$ cat src/rtl/pcie_ss_axis_tlp_arb.sv
// Packet-atomic round-robin merge of NUM_PORTS AXI-Stream TLP requesters into
// one stream, with a single output register stage and a completed-packet counter.
module pcie_ss_axis_tlp_arb #(
  parameter  int DATA_WIDTH = 512,
  parameter  int NUM_PORTS  = 2,
  parameter  int USER_W     = 1,
  localparam int GW         = (NUM_PORTS > 1) ? $clog2(NUM_PORTS) : 1
) (
  input  logic                                   clk,
  input  logic                                   rst,
  input  logic [NUM_PORTS-1:0]                   in_tvalid,
  output logic [NUM_PORTS-1:0]                   in_tready,
  input  logic [NUM_PORTS-1:0][DATA_WIDTH-1:0]   in_tdata,
  input  logic [NUM_PORTS-1:0][DATA_WIDTH/8-1:0] in_tkeep,
  input  logic [NUM_PORTS-1:0]                   in_tlast,
  input  logic [NUM_PORTS-1:0][USER_W-1:0]       in_tuser_vendor,
  output logic                                   out_tvalid,
  output logic [DATA_WIDTH-1:0]                  out_tdata,
  output logic [DATA_WIDTH/8-1:0]                out_tkeep,
  output logic                                   out_tlast,
  output logic [USER_W-1:0]                      out_tuser_vendor,
  input  logic                                   out_tready,
  output logic [31:0]                            pkt_count,
  output logic [GW-1:0]                          cur_grant
);

  typedef enum logic {IDLE, LOCKED} state_t;

  state_t                  state_q, state_d;
  logic [GW-1:0]           last_grant_q, last_grant_d;
  logic                    out_tvalid_q, out_tvalid_d;
  logic [31:0]             pkt_count_q, pkt_count_d;
  logic [DATA_WIDTH-1:0]   out_tdata_q;
  logic [DATA_WIDTH/8-1:0] out_tkeep_q;
  logic                    out_tlast_q;
  logic [USER_W-1:0]       out_tuser_q;

  logic                    can_load;
  logic                    win_found;
  logic [GW-1:0]           win_idx;
  logic [GW-1:0]           sel_idx;
  logic                    sel_ok;
  logic                    accept;

  // Round-robin search starting just after the last granted port; iterating
  // downward lets the nearest candidate overwrite farther ones.
  always_comb begin
    logic [GW-1:0] cand;
    cand      = '0;
    win_found = 1'b0;
    win_idx   = '0;
    for (int k = NUM_PORTS; k >= 1; k--) begin
      cand = GW'((int'(last_grant_q) + k) % NUM_PORTS);
      if (in_tvalid[cand]) begin
        win_found = 1'b1;
        win_idx   = cand;
      end
    end
  end

  always_comb begin
    can_load  = !out_tvalid_q || out_tready;
    sel_idx   = (state_q == LOCKED) ? last_grant_q : win_idx;
    sel_ok    = (state_q == LOCKED) || win_found;
    in_tready = '0;
    if (sel_ok && can_load && !rst) in_tready[sel_idx] = 1'b1;
    accept    = in_tvalid[sel_idx] && in_tready[sel_idx];
  end

  always_comb begin
    state_d      = state_q;
    last_grant_d = last_grant_q;
    out_tvalid_d = out_tvalid_q;
    pkt_count_d  = pkt_count_q + 32'(out_tvalid_q && out_tready && out_tlast_q);
    if (accept) out_tvalid_d = 1'b1;
    else if (out_tready) out_tvalid_d = 1'b0;
    case (state_q)
      IDLE: begin
        if (accept) begin
          last_grant_d = sel_idx;
          if (!in_tlast[sel_idx]) state_d = LOCKED;
        end
      end
      LOCKED: begin
        if (accept && in_tlast[sel_idx]) state_d = IDLE;
      end
      default: state_d = IDLE;
    endcase
  end

  always_ff @(posedge clk or posedge rst) begin
    if (rst) begin
      state_q      <= IDLE;
      last_grant_q <= GW'(NUM_PORTS - 1);
      out_tvalid_q <= 1'b0;
      pkt_count_q  <= '0;
    end else begin
      state_q      <= state_d;
      last_grant_q <= last_grant_d;
      out_tvalid_q <= out_tvalid_d;
      pkt_count_q  <= pkt_count_d;
    end
  end

  // Payload is only meaningful alongside out_tvalid, so it carries no reset.
  always_ff @(posedge clk) begin
    if (accept) begin
      out_tdata_q <= in_tdata[sel_idx];
      out_tkeep_q <= in_tkeep[sel_idx];
      out_tlast_q <= in_tlast[sel_idx];
      out_tuser_q <= in_tuser_vendor[sel_idx];
    end
  end

  assign out_tvalid       = out_tvalid_q;
  assign out_tdata        = out_tdata_q;
  assign out_tkeep        = out_tkeep_q;
  assign out_tlast        = out_tlast_q;
  assign out_tuser_vendor = out_tuser_q;
  assign pkt_count        = pkt_count_q;
  assign cur_grant        = last_grant_q;

endmodule
$ cat config.mk
export PLATFORM = sky130hd
export DESIGN_NAME = pcie_ss_axis_tlp_arb
export DESIGN_NICKNAME = d
export VERILOG_FILES = /design/src/rtl/pcie_ss_axis_tlp_arb.sv
export SDC_FILE = /design/constraint.sdc
export NUM_CORES = 1
export LEC_CHECK = 0
export CORE_AREA = 2 2 689 691
export DETAILED_ROUTE_END_ITERATION = 6
export DIE_AREA = 0 0 691 693
export PLACE_DENSITY = 0.3
export SYNTH_ARGS = -nofsm -noshare
export SYNTH_HDL_FRONTEND = slang
export SYNTH_SLANG_ARGS = --single-unit
$ cat constraint.sdc
create_clock -name clk -period 49.4 [get_ports clk]
set_clock_uncertainty 0.1 [all_clocks]
set_input_delay 9.88 -clock clk [delete_from_list [all_inputs] [get_ports clk]]
set_output_delay 9.88 -clock clk [all_outputs]
set_load 0.01 [all_outputs]
==> metrics, run 1 <==
outcome completed; Starting Density 0.0552; GRT overflow 0; Slew Limit Headroom 0.167; die height about 700 µm; Seq/Total Area, Yosys 0.699; Avg Cell Area, Syn about 10 µm²; # DRC 0; First DRT Iteration DRCs 1843; area of the multi-input gates 7280 µm²; RSZ-0062 raised after global routing false; worst hold start pkt_count[31]$_DFF_PP0_; Final Core Density 0.115; number of vias per cell 2.50; switching share of power 0.453; Worst Setup SP in_tvalid[1]; maximum vdd drop roughly 29 µV; routability cong. 0.931; post-DP HPWL between 200000 and 300000 µm; Design Area, Final between 50000 and 60000 µm²; Switching Power approximately 1.3 mW; final setup margin around 27 ns; total CTS buffers 96; Final min period about 22 ns; Syn Inst Count between 2000 and 3000; Placeable Area around 470000 µm²; min-delay worst type flop to flop; Power Total 2.98 mW; startpoint class of the critical path input port; CTS H-tree depth 3; CTS root buf clkbuf_16; WP buf/inv 3; setup bufs post-CTS 0; WP data arrival between 10 and 15 ns; CTS sink cnt 613; cells along the critical path clkdlybuf4s50_1 > inv_1 > a311o_1 > nor2_1 > clkdlybuf4s50_1; die area between 400000 and 500000 µm²; CP max stage cell clkdlybuf4s50_1; Power Density between 50 and 60 nW/µm²; Final Hold Fails 0; yosys warns 0; Yosys reg bits between 600 and 700; GRT Overall Usage 0.122; fill count 54200; leakage between 15 and 20 nW; CP most frequent cell clkdlybuf4s50_1; cell family with most CP delay buffers and inverters; global-route wire length before repair approximately 370000 µm; DIE WIDTH 691 µm; CP Max Fanout 5; layout cells sized above 1 0.0417; first-pass iteration count of the detailed router 5; initial antenna violation count 118; reg-to-reg startpoint cur_grant$_DFFE_PP1P_; Slew Viols, Final 0; critical path class input port to output port; Vias 26800; syn nets roughly 3700; ANT nets after route 0; Final setup viols 0; ys async rst share 0.0571; CTS tree yes; # hold bufs at CTS 0; Comb power frac 0.456; fmax around 45 MHz; Post-Place Worst Slack around 27 ns; Distinct cells, synth 32; Clock Latency Late Sink 0.82 ns; storage element area between 15000 and 20000 µm²; internal power roughly 1.6 mW; largest net degree at the start of global routing around 110; clock-pin slew on the worst setup and hold paths ~0.06 ns; top_reg_cell synth edfxtp_1; Worst EP required between 30 and 40 ns; Fin Setup TNS 0 ns; vias in the first global route 27800; max-cap check violation count 0; mapped cell area ~26000 µm²; I/O pin total approximately 1800; WL/cell between 20 and 30 µm; placed cell area just over 50000 µm²; Port Buffer Count ~1800; grt met3 use 0.0683; Tcrit/Tclk final 0.448; Worst Tran Pin Value ~1.3 ns; largest stage delay on the critical path approximately 0.7 ns; area delta synth->final 109%; EDFF count, synth between 500 and 600; Seq pwr share 0.311; num rows 253; CTS max path bufs 4; GRT busiest layer met2; nets about 5500; final wirelength around 300000 µm; grt met2 use 0.206; Clock power frac 0.233; met1 Use GR 0.131; crit end category output port; cts repair resizes 0
==> layout by cell type (no fill, tap or decap), drive strengths merged <==
cell / netlist / final
clkdlybuf4s50: 0 / 1769
inv: 8 / 9
dfstp: 1 / 1
buf: 50 / 37
clkinv: 0 / 46
or4: 3 / 3
clkbuf: 79 / 113
nor2: 7 / 7
nand4: 10 / 10
nand2: 1742 / 1742
a22o: 1 / 1
a21oi: 1 / 1
o41ai: 1 / 1
xor2: 12 / 12
xnor2: 18 / 18
or2: 1 / 1
dfrtp: 34 / 34
mux2i: 2 / 2
and3: 6 / 6
a311o: 1 / 1
mux2: 1 / 1
nor3: 3 / 3
and4: 3 / 3
edfxtp: 578 / 578
diode: 0 / 27
nor4: 5 / 5
bufinv: 0 / 9
ha: 2 / 2
nor2b: 2 / 2
clkinvlp: 0 / 4
nand3: 12 / 12
o31ai: 1 / 1
a22oi: 1 / 1
==> worst register-to-register path: cells and delay by family, from the launching register on <==
kind,cells,cell delay [ns]
and+or+nand+nor,3,0.63
buffers and inverters,6,4.85
AOI/OAI and AO/OA,1,0.23
DFF,1,0.75
==> final cells by class <==
cell class                      instances  area share
Antenna cell                           27     0.00124
Clock inverter                         60      0.0106
Sequential cell                       613       0.335
Multi-Input combinational cell       1835       0.134
Tap cell                             6247       0.144
Timing Repair Buffer                 1806       0.330
Inverter                                8    0.000551
Clock buffer                          113      0.0455
==> flip-flops by register name, summed over array words and instances (netlist names), named ones only <==
name / cells
cur_grant: 1
pkt_count: 32
out_tvalid: 1
out_tuser_vendor: 1
out_tdata: 512
out_tkeep: 64
out_tlast: 1
==> metal layers <==
layer	part of all wire	wire length, µm
met1	0.37	113000
met2	0.48	145000
met3	0.13	38400
met4	0.026	7780
met5	0.00052	158
==> per-stage QoR <==
stage	hold WS, ns	instances
after floorplan	0.403	2585
after global placement	0.367	10500
after detailed placement	0.376	10500
after CTS	0.388	10700
after global routing	0.405	10700
final	0.387	10700
==> cell usage after synthesis (2+ instances only) <==
| cell | count | area [µm²] |
|---|---|---|
| nand3_1 | 12 | 60.1 |
| and4_1 | 3 | 26.3 |
| edfxtp_1 | 578 | 17400 |
| mux2i_1 | 2 | 20.0 |
| nand2_1 | 1742 | 6540 |
| ha_1 | 2 | 25.0 |
| nor2_1 | 7 | 26.3 |
| buf_2 | 50 | 250 |
| or4_4 | 2 | 22.5 |
| nor4_1 | 4 | 25.0 |
| inv_1 | 8 | 30.0 |
| dfrtp_1 | 34 | 851 |
| nand4_1 | 8 | 50.1 |
| nand4_4 | 2 | 42.5 |
| and3_1 | 6 | 37.5 |
| xnor2_1 | 17 | 149 |
| nor2b_1 | 2 | 12.5 |
| nor3_1 | 3 | 15.0 |
| xor2_1 | 12 | 105 |
| clkbuf_1 | 79 | 297 |
==> worst paths after layout <==
kind	end	slack [ns]	depth (start not counted)
setup / recovery	in_tready[0]	27.29	5
hold / removal	pkt_count[31]$_DFF_PP0_	0.39	1
setup reg to reg	out_tkeep[29]$_DFFE_PP_	42.62	10
hold reg to reg	pkt_count[31]$_DFF_PP0_	0.39	1
max in group asynchronous	pkt_count[2]$_DFF_PP0_	38.85	3
min in group asynchronous	async pin	9.58	2
==> cell families after synthesis <==
| kind of cell | after synthesis | synth area share |
|---|---|---|
| fa+ha+maj | 2 | 0.000960 |
| simple gates | 1794 | 0.264 |
| flops | 613 | 0.699 |
| buf+inv | 137 | 0.0221 |
| compound gates | 6 | 0.00182 |
| mux | 3 | 0.00120 |
| xor+xnor | 30 | 0.0104 |
==> power groups by stage <==
stage / clock network (mW) / registers (mW) / logic, mW
after floorplan: 0 / 1.06 / 0.380
after global placement: 0 / 0.945 / 1.41
after detailed placement: 0 / 0.941 / 1.40
after CTS: 0.728 / 0.937 / 1.41
after global routing: 0.739 / 0.940 / 1.47
final: 0.694 / 0.926 / 1.36
(Power assumes the default switching activity.)
==> inputs of run 2 (changes only) <==
CORE_AREA = 2 2 686 688   (was 2 2 689 691)
DIE_AREA = 0 0 688 690   (was 0 0 691 693)
clock period = 18.9 ns   (was 49.4 ns; I/O delays follow)
==> metrics, run 2 (same netlist as run 1, synthesis figures left out) <==
outcome completed; clock-pin slew on the worst setup and hold paths approximately 0.050 ns; First DRT Iteration DRCs between 1500 and 2000; CTS max path bufs 4; Slew Limit Headroom 0.133; Final setup viols 0; DIE WIDTH 688 µm; Power Density around 140 nW/µm²; Seq pwr share 0.303; Final Hold Fails 0; Starting Density 0.0559; first-pass iteration count of the detailed router 5; R2R depth 9; area delta synth->final 109%; I/O pin total roughly 1800; Design Area, Final roughly 54000 µm²; Slew Viols, Final 0; Final Core Density 0.117; CTS tree yes; Post-Place Worst Slack 9.32 ns; die area about 470000 µm²; num rows 251; Port Buffer Count around 1800; cts repair resizes 0; CTS sink cnt 613; critical path class input port to output port; most common cell after layout, fill and taps aside clkdlybuf4s50_1; fmax a little over 100 MHz; min-delay worst type flop to flop; internal power 4.29 mW; routability cong. about 0.95; placed cell area between 50000 and 60000 µm²; Worst Tran Pin Value 1.30 ns; # DRC 0; Final min period between 9 and 10 ns; Switching Power approximately 3.5 mW; # hold bufs at CTS 0; final wirelength around 330000 µm; RSZ-0062 raised after global routing false; vias in the first global route approximately 28000; R2R setup slack ~13 ns; Fin Setup TNS 0 ns; largest net degree at the start of global routing 127; setup bufs post-CTS 0; max-cap check violation count 0; switching share of power 0.451; Comb power frac 0.459; Worst EP required between 15 and 20 ns; WL/cell roughly 30 µm; initial antenna violation count between 100 and 150; global-route wire length before repair between 300000 and 400000 µm; Worst Hold Depth 1; leakage between 15 and 20 nW; total CTS buffers between 90 and 100; final setup margin around 9.3 ns; worst hold start pkt_count[31]$_DFF_PP0_; ANT nets after route 0; post-DP HPWL slightly below 300000 µm; RR Endpoint out_tdata[206]$_DFFE_PP_; CP Max Fanout 5; WHS a little under 0.4 ns; GRT Overall Usage 0.133; commonest cells after routing, fill and taps aside 1757 x clkdlybuf4s50_1, 1742 x nand2_1, 578 x edfxtp_1; CTS root buf clkbuf_16; startpoint class of the critical path input port; crit end category output port; number of vias per cell between 2 and 3; maximum vdd drop 91.0 µV; GRT overflow 0; die height about 690 µm; Vias between 20000 and 30000; Placeable Area approximately 470000 µm²; CTS H-tree depth 3; Tcrit/Tclk final 0.509; WP data arrival ~5.8 ns; layout cells sized above 1 0.0432; max reg flops 512; Hold Path End pkt_count[31]$_DFF_PP0_; Clock Latency Late Sink between 0.8 and 0.9 ns; Clock power frac 0.237; nets ~5500
run 2: changes by cell type in the layout (fill, tap and decap cells not counted), sizes merged, moves of 2 or more:
cell and change:
clkbuf +2, buf +6, diode +14, clkinv -9
bufinv +2, clkdlybuf4s50 -12
run 2: final cells by class:
| class | instances | area [µm²] |
|---|---|---|
| Fill cell | 53600 | 412000 |
| Timing Repair Buffer | 1800 | 18000 |
| Antenna cell | 41 | 103 |
| Tap cell | 6198 | 7750 |
| Sequential cell | 613 | 18200 |
| Inverter | 8 | 30.0 |
| Multi-Input combinational cell | 1835 | 7280 |
| Clock buffer | 115 | 2490 |
| Clock inverter | 55 | 583 |
run 2: metrics by stage:
stage / power (mW) / cells
finish: 7.82 / 10700
global route: 8.29 / 10600
CTS: 8.08 / 10600
detailed placement: 6.13 / 10500
global placement: 6.15 / 10500
floorplan: 3.52 / 2585
run 2: per-layer routing:
metal,routed length [µm],part of all wire,vias up,global-route usage
met1,120000,0.37,13500,0.141
met5,78,0.00024,-,0
met3,46600,0.14,306,0.0832
met4,10600,0.032,12,0.0392
met2,150000,0.46,1392,0.217
li1,-,-,12000,-
run 2: power groups by stage:
stage / combinational, mW / sequential, mW / clock, mW
5_1_grt: 3.91 / 2.41 / 1.97
4_1_cts: 3.74 / 2.40 / 1.95
6_report: 3.59 / 2.37 / 1.86
3_3_place_gp: 3.73 / 2.42 / 0
2_1_floorplan: 0.992 / 2.53 / 0
3_5_place_dp: 3.72 / 2.41 / 0
run 2: worst max-delay path, cell delays in order:
cell and delay, ns:
clkdlybuf4s50_1 0.43, nor2b_1 0.52, a311o_1 0.39, nor2_1 0.08, clkdlybuf4s50_1 0.55
run 2: worst max-delay path by stage:
stage | from | endpoint | slack, ns
finish | out_tready | in_tready[1] | 9.27
global route | out_tready | in_tready[1] | 9.21
CTS | out_tready | in_tready[1] | 9.29
detailed placement | out_tready | in_tready[1] | 9.32
global placement | out_tready | in_tready[1] | 9.29
floorplan | in_tvalid[0] | out_tvalid$_DFFE_PP0P_ | 4.43
